File: src/rtl/block_lock_67_if.sv
// ============================================================================
// block_lock_67_if : 67-bit gearbox word in, 64-bit decoded word out
// Rev 1.0 - initial release
// ============================================================================
`default_nettype none

interface block_lock_67_if;
  logic [66:0] din;
  logic        din_valid;
  logic [63:0] dout;
  logic        dout_ctrl;
  logic        dout_err;
  logic        dout_valid;
  logic        slip;
  logic        locked;

  modport master (
    output din, din_valid,
    input  dout, dout_ctrl, dout_err, dout_valid, slip, locked
  );

  modport slave (
    input  din, din_valid,
    output dout, dout_ctrl, dout_err, dout_valid, slip, locked
  );
endinterface

`default_nettype wire

File: src/rtl/block_lock_67.sv
// ============================================================================
// block_lock_67 : 64b/67b block lock, header-driven bit slip and de-inversion
// Rev 1.0 - initial release
// ============================================================================
`default_nettype none

module block_lock_67 #(
  parameter int LOCK_CNT  = 64,
  parameter int WINDOW    = 64,
  parameter int ERR_LIMIT = 16,
  parameter int SLIP_WAIT = 4
) (
  input  wire logic      clk,
  input  wire logic      arst,
  block_lock_67_if.slave bus
);

  localparam int GW = $clog2(LOCK_CNT + 1);
  localparam int WW = $clog2(WINDOW + 1);
  localparam int EW = $clog2(ERR_LIMIT + 1);
  localparam int SW = $clog2(SLIP_WAIT + 1);

  localparam logic [GW-1:0] C_LOCK_CNT  = GW'(LOCK_CNT);
  localparam logic [WW-1:0] C_WINDOW    = WW'(WINDOW);
  localparam logic [EW-1:0] C_ERR_LIMIT = EW'(ERR_LIMIT);
  localparam logic [SW-1:0] C_SLIP_WAIT = SW'(SLIP_WAIT);

  typedef enum logic [1:0] {
    ST_HUNT   = 2'd0,
    ST_WAIT   = 2'd1,
    ST_LOCKED = 2'd2
  } state_e;

  state_e        state_q;
  logic [GW-1:0] good_cnt_q, good_cnt_d;
  logic [WW-1:0] win_cnt_q,  win_cnt_d;
  logic [EW-1:0] err_cnt_q,  err_cnt_d;
  logic [SW-1:0] wait_cnt_q;

  logic [63:0] dout_q;
  logic        dout_ctrl_q;
  logic        dout_err_q;
  logic        dout_valid_q;
  logic        slip_q;
  logic        locked_q;

  logic hdr_good;

  assign hdr_good = bus.din[65] ^ bus.din[64];

  // Candidate counter values for the word currently presented.
  always_comb begin
    good_cnt_d = good_cnt_q + GW'(1);
    win_cnt_d  = win_cnt_q + WW'(1);
    err_cnt_d  = err_cnt_q + EW'(!hdr_good);
  end

  always_ff @(posedge clk) begin
    if (!arst) begin
      state_q      <= ST_HUNT;
      good_cnt_q   <= '0;
      win_cnt_q    <= '0;
      err_cnt_q    <= '0;
      wait_cnt_q   <= '0;
      dout_q       <= '0;
      dout_ctrl_q  <= 1'b0;
      dout_err_q   <= 1'b0;
      dout_valid_q <= 1'b0;
      slip_q       <= 1'b0;
      locked_q     <= 1'b0;
    end else begin
      slip_q       <= 1'b0;
      dout_valid_q <= bus.din_valid && (state_q == ST_LOCKED);

      if (bus.din_valid) begin
        dout_q      <= bus.din[66] ? ~bus.din[63:0] : bus.din[63:0];
        dout_ctrl_q <= (bus.din[65:64] == 2'b10);
        dout_err_q  <= !hdr_good;

        case (state_q)
          ST_HUNT: begin
            if (!hdr_good) begin
              slip_q     <= 1'b1;
              good_cnt_q <= '0;
              wait_cnt_q <= C_SLIP_WAIT;
              state_q    <= ST_WAIT;
            end else if (good_cnt_d == C_LOCK_CNT) begin
              good_cnt_q <= '0;
              win_cnt_q  <= '0;
              err_cnt_q  <= '0;
              locked_q   <= 1'b1;
              state_q    <= ST_LOCKED;
            end else begin
              good_cnt_q <= good_cnt_d;
            end
          end

          // Gearbox is still settling from the slip; headers are meaningless.
          ST_WAIT: begin
            if (wait_cnt_q <= SW'(1)) begin
              wait_cnt_q <= '0;
              good_cnt_q <= '0;
              state_q    <= ST_HUNT;
            end else begin
              wait_cnt_q <= wait_cnt_q - SW'(1);
            end
          end

          // Loss of lock wins over the window rollover on the same word.
          ST_LOCKED: begin
            if (err_cnt_d == C_ERR_LIMIT) begin
              locked_q   <= 1'b0;
              slip_q     <= 1'b1;
              wait_cnt_q <= C_SLIP_WAIT;
              win_cnt_q  <= '0;
              err_cnt_q  <= '0;
              state_q    <= ST_WAIT;
            end else if (win_cnt_d == C_WINDOW) begin
              win_cnt_q <= '0;
              err_cnt_q <= '0;
            end else begin
              win_cnt_q <= win_cnt_d;
              err_cnt_q <= err_cnt_d;
            end
          end

          default: begin
            state_q  <= ST_HUNT;
            locked_q <= 1'b0;
          end
        endcase
      end
    end
  end

  assign bus.dout       = dout_q;
  assign bus.dout_ctrl  = dout_ctrl_q;
  assign bus.dout_err   = dout_err_q;
  assign bus.dout_valid = dout_valid_q;
  assign bus.slip       = slip_q;
  assign bus.locked     = locked_q;

endmodule

`default_nettype wire

File: src/flat_wrapper.sv
// flat-port wrapper written by rule: the top's interface ports become plain ports
module block_lock_67_flat 
#(
  parameter int LOCK_CNT  = 64,
  parameter int WINDOW    = 64,
  parameter int ERR_LIMIT = 16,
  parameter int SLIP_WAIT = 4
)
  (clk, arst, bus_din, bus_din_valid, bus_dout, bus_dout_ctrl, bus_dout_err, bus_dout_valid, bus_slip, bus_locked);
  block_lock_67_if bus_i ();
  input  wire logic clk;
  input  wire logic arst;
  input wire logic [$bits(bus_i.din)-1:0] bus_din;
  input wire logic [$bits(bus_i.din_valid)-1:0] bus_din_valid;
  output wire logic [$bits(bus_i.dout)-1:0] bus_dout;
  output wire logic [$bits(bus_i.dout_ctrl)-1:0] bus_dout_ctrl;
  output wire logic [$bits(bus_i.dout_err)-1:0] bus_dout_err;
  output wire logic [$bits(bus_i.dout_valid)-1:0] bus_dout_valid;
  output wire logic [$bits(bus_i.slip)-1:0] bus_slip;
  output wire logic [$bits(bus_i.locked)-1:0] bus_locked;
  assign bus_i.din = bus_din;
  assign bus_i.din_valid = bus_din_valid;
  assign bus_dout = bus_i.dout;
  assign bus_dout_ctrl = bus_i.dout_ctrl;
  assign bus_dout_err = bus_i.dout_err;
  assign bus_dout_valid = bus_i.dout_valid;
  assign bus_slip = bus_i.slip;
  assign bus_locked = bus_i.locked;
  block_lock_67 #(.LOCK_CNT(LOCK_CNT), .WINDOW(WINDOW), .ERR_LIMIT(ERR_LIMIT), .SLIP_WAIT(SLIP_WAIT)) u_core (.clk(clk), .arst(arst), .bus(bus_i));
endmodule
File: config.mk
export PLATFORM = sky130hd
export DESIGN_NAME = block_lock_67_flat
export DESIGN_NICKNAME = d
export VERILOG_FILES = /design/src/rtl/block_lock_67_if.sv /design/src/rtl/block_lock_67.sv /design/src/flat_wrapper.sv
export SDC_FILE = /design/constraint.sdc
export NUM_CORES = 1
export LEC_CHECK = 0
export ABC_AREA = 1
export ABC_CLOCK_PERIOD_IN_PS = 2660
export BUFFER_PORTS_ARGS = -buffer_cell sky130_fd_sc_hd__buf_4
export CORE_MARGIN = 5
export CORE_UTILIZATION = 45
export CTS_BUF_LIST = sky130_fd_sc_hd__clkbuf_2
export CTS_CLUSTER_DIAMETER = 30
export DETAILED_ROUTE_END_ITERATION = 8
export PLACE_DENSITY = 0.82
export SETUP_SLACK_MARGIN = 0.15
export SLEW_MARGIN = 20
export SYNTH_ARGS = -nofsm -noshare
export SYNTH_HDL_FRONTEND = slang
export SYNTH_SLANG_ARGS = --single-unit
File: constraint.sdc
create_clock -name clk -period 2.66 [get_ports clk]
set_clock_uncertainty 0.15 [all_clocks]
set_input_delay 0.266 -clock clk [delete_from_list [all_inputs] [get_ports clk]]
set_output_delay 0.266 -clock clk [all_outputs]
set_load 0.005 [all_outputs]
==> qor.yml <==
status:
  status: "completed"
sta:
  min_period_ns: 2.353
  setup_slack_ns: 0.3072
  setup_violations: 0
  worstMarginPinSlew_ns: 0.7705
  fmax_ghz: 0.4250
  rsz0062_at_grt: "no"
  hold_ws_ns: 0.03692
  period_share: 0.8845
  final_max_slew_viol_count: 0
  hold_viol_final: 0
  relSlewSlack: 0.4858
  fin_setup_tns_ns: 0
worst_setup_path:
  worstReg2RegEnd: "u_core.win_cnt_q[4]$_SDFFE_PN0P_"
  arrival_ns: 2.69
  required_ns: 3.00
  r2r_setup_slack_ns: 0.66
  ff2ff_path_depth: 12
  path_max_fanout: 6
  startpoint_type: "input port"
  cp-end-kind: "register"
  reg2reg_from: "u_core.err_cnt_q[0]$_SDFFE_PN0P_"
  crit_path_start: "bus_din[64]"
  crit_type: "input port to register"
routing:
  wl_per_cell_um: 14.44
  vias: 4986
  postRouteAntennaNets: 0
  first_pass_iters: 7
  avgViaCountPerCell: 4.907
  wirelength_um: 14670
  first_iter_violations: 273
  drc: 0
global_routing:
  grt_pass1_vias: 4964
  grt_usage: 0.2279
  antenna_found_initial: 1
  grt-ovfl-total: 0
  grt_pass1_wl_um: 23890
  grt_max_degree: 68
placed_design:
  io_buffers: 138
  routabilityCongestion: 0.8481
  place_ws_ns: 0.1931
  dp_hpwl_um: 8211
synthesis:
  ys_types: 28
  synth_common_cells: "nor2_1, inv_1, dfxtp_1"
  synth-edff-count: 0
  synth_warnings: 0
  yosysMostFrequentCell: "nor2_1"
  synth_area_leader_cell: "dfxtp_1"
  syn_nets: 761
  synth_top_area_share: 0.3897
  syn-cell-area_um2: 4777
  synthesis.instances: 684
  synthArstFlopShare: 0
  syn_avg_cell_area_um2: 6.984
  yosys_most_used_dff: "dfxtp_1"
  seq_area_frac_synth: 0.3897
  synth_seq_cells: 93
  synth_area_leaders: "dfxtp_1, nor2_1, xor2_1, o21ai_0, inv_1"
cells_and_area:
  areaGrowthSynthToFinish_pct: 40.26
  nets: 951
  drive_gt1_frac: 0.2036
  finish.utilization: 0.6490
flow_run:
  maxCapViolCount: 0
die:
  io_pins: 139
  dieArea_um2: 12780
  fp.dieH_um: 113.0
  initial_utilization: 0.4627
  coreArea_um2: 10320
  rows: 37
  die_w_um: 113.0
hold_path:
  holdCritPathClass: "input port to register"
  hp-start: "bus_din[66]"
  min_to: "u_core.bus.dout[58]$_SDFFE_PN0P_"
  hold_depth: 4
clock_tree:
  clockBufferDepth: 2
  cts_sinks: 93
  cts_tree: "done"
  clk_pin_slew_worst_paths_ns: 0.28
  htreeDepth: 3
  clockRootBuffer: "clkbuf_2"
  clock_latency_ns: 0.56
  numCtsBuffers: 9
pwr:
  total_power_mw: 3.265
  ir_drop_uv: 357.4
  p_leak_nw: 3.453
  p_per_area_nw_per_um2: 487.4
## critical path, stage by stage
cell           delay (ns)
dlygate4sd3_1        0.54
buf_4                0.14
inv_1                0.06
ha_2                 0.31
ha_2                 0.21
ha_1                 0.27
inv_1                0.07
nand2_1              0.05
a21oi_1              0.11
nand3_1              0.11
nand2_2              0.14
o211ai_1             0.20
o21ai_1              0.18
nor2_1               0.05
## registers in the layout (all words and copies together) (netlist names), 2 cells and up
signal	flops
u_core.bus.dout	64
u_core.good_cnt_q	7
u_core.win_cnt_q	7
u_core.err_cnt_q	5
u_core.wait_cnt_q	3
u_core.state_q	2
## per-layer routing
metal  track usage  up-vias  wire [µm]
met1        0.2630     2248       5922
met3       0.07059       39       1290
met4       0.09856        0        471
li1              -     2477          -
met5             0        -          0
met2        0.3886      222       6985
## report_power, final
group          total (mW)  internal (mW)  switching, mW
combinational       0.915          0.433          0.482
sequential           1.62           1.53         0.0931
clock               0.732          0.217          0.515
## cell type report
class / count / area [µm²]
Sequential cell: 93 / 1862
Clock buffer: 9 / 45.04
Timing Repair Buffer: 212 / 1789
Fill cell: 798 / 3623
Tap cell: 136 / 170.2
Clock inverter: 7 / 73.82
Antenna cell: 1 / 2.502
Multi-Input combinational cell: 457 / 2379
Inverter: 101 / 379.1
## per-stage QoR
stage               cells  cell area (µm²)
floorplan             684             4777
global placement      929             5876
detailed placement    929             5876
CTS                  1014             6685
global route         1016             6700
finish               1016             6700
## logic make-up (layout without fill, tap and decap cells)
logic type | count (synthesis) | in the layout | share of synthesized area
xor gates and xnor gates | 67 | 67 | 0.1228
and+or+nand+nor | 277 | 277 | 0.2389
buffers and inverters | 134 | 329 | 0.1134
DFF | 93 | 93 | 0.3897
AOI/OAI and AO/OA | 106 | 106 | 0.1168
adders and majority gates | 7 | 7 | 0.01833
other | 0 | 1 | 0
## cells in the final DEF (no fill, tap or decap), types with 2 or more instances in the layout
master         count
nand2_1           61
nor3_1             2
nand3_2            4
inv_1             97
nand4_1            3
o21bai_1           2
clkinvlp_4         3
nor2_1           171
buf_4            141
ha_2               2
a211oi_1           3
xor2_1            67
dlygate4sd3_1     69
ha_1               5
clkbuf_2           9
nor2_2             3
a21oi_1           23
buf_12             2
dfxtp_1           93
nand3_1           27
inv_2              4
nand2_2            4
o21ai_0           73
## timing repair
action                                  in CTS  in global routing
endpoints found under the hold margin       91                  0
hold buffers                                69                  0
resized for setup                            0                  3
buffers inserted                             0                  1
endpoints found under the setup margin       0                  8
## worst max-delay path by stage
stage                                        endpoint  slack [ns]  cells past startpoint
floorplan           u_core.wait_cnt_q[0]$_SDFFE_PN0P_        0.49                     12
global placement    u_core.wait_cnt_q[0]$_SDFFE_PN0P_        0.26                     13
detailed placement  u_core.wait_cnt_q[0]$_SDFFE_PN0P_        0.19                     13
CTS                 u_core.wait_cnt_q[0]$_SDFFE_PN0P_        0.30                     13
global route        u_core.wait_cnt_q[0]$_SDFFE_PN0P_        0.16                     14
finish              u_core.wait_cnt_q[0]$_SDFFE_PN0P_        0.31                     14
No activity file was read; power rests on OpenSTA's default activity.
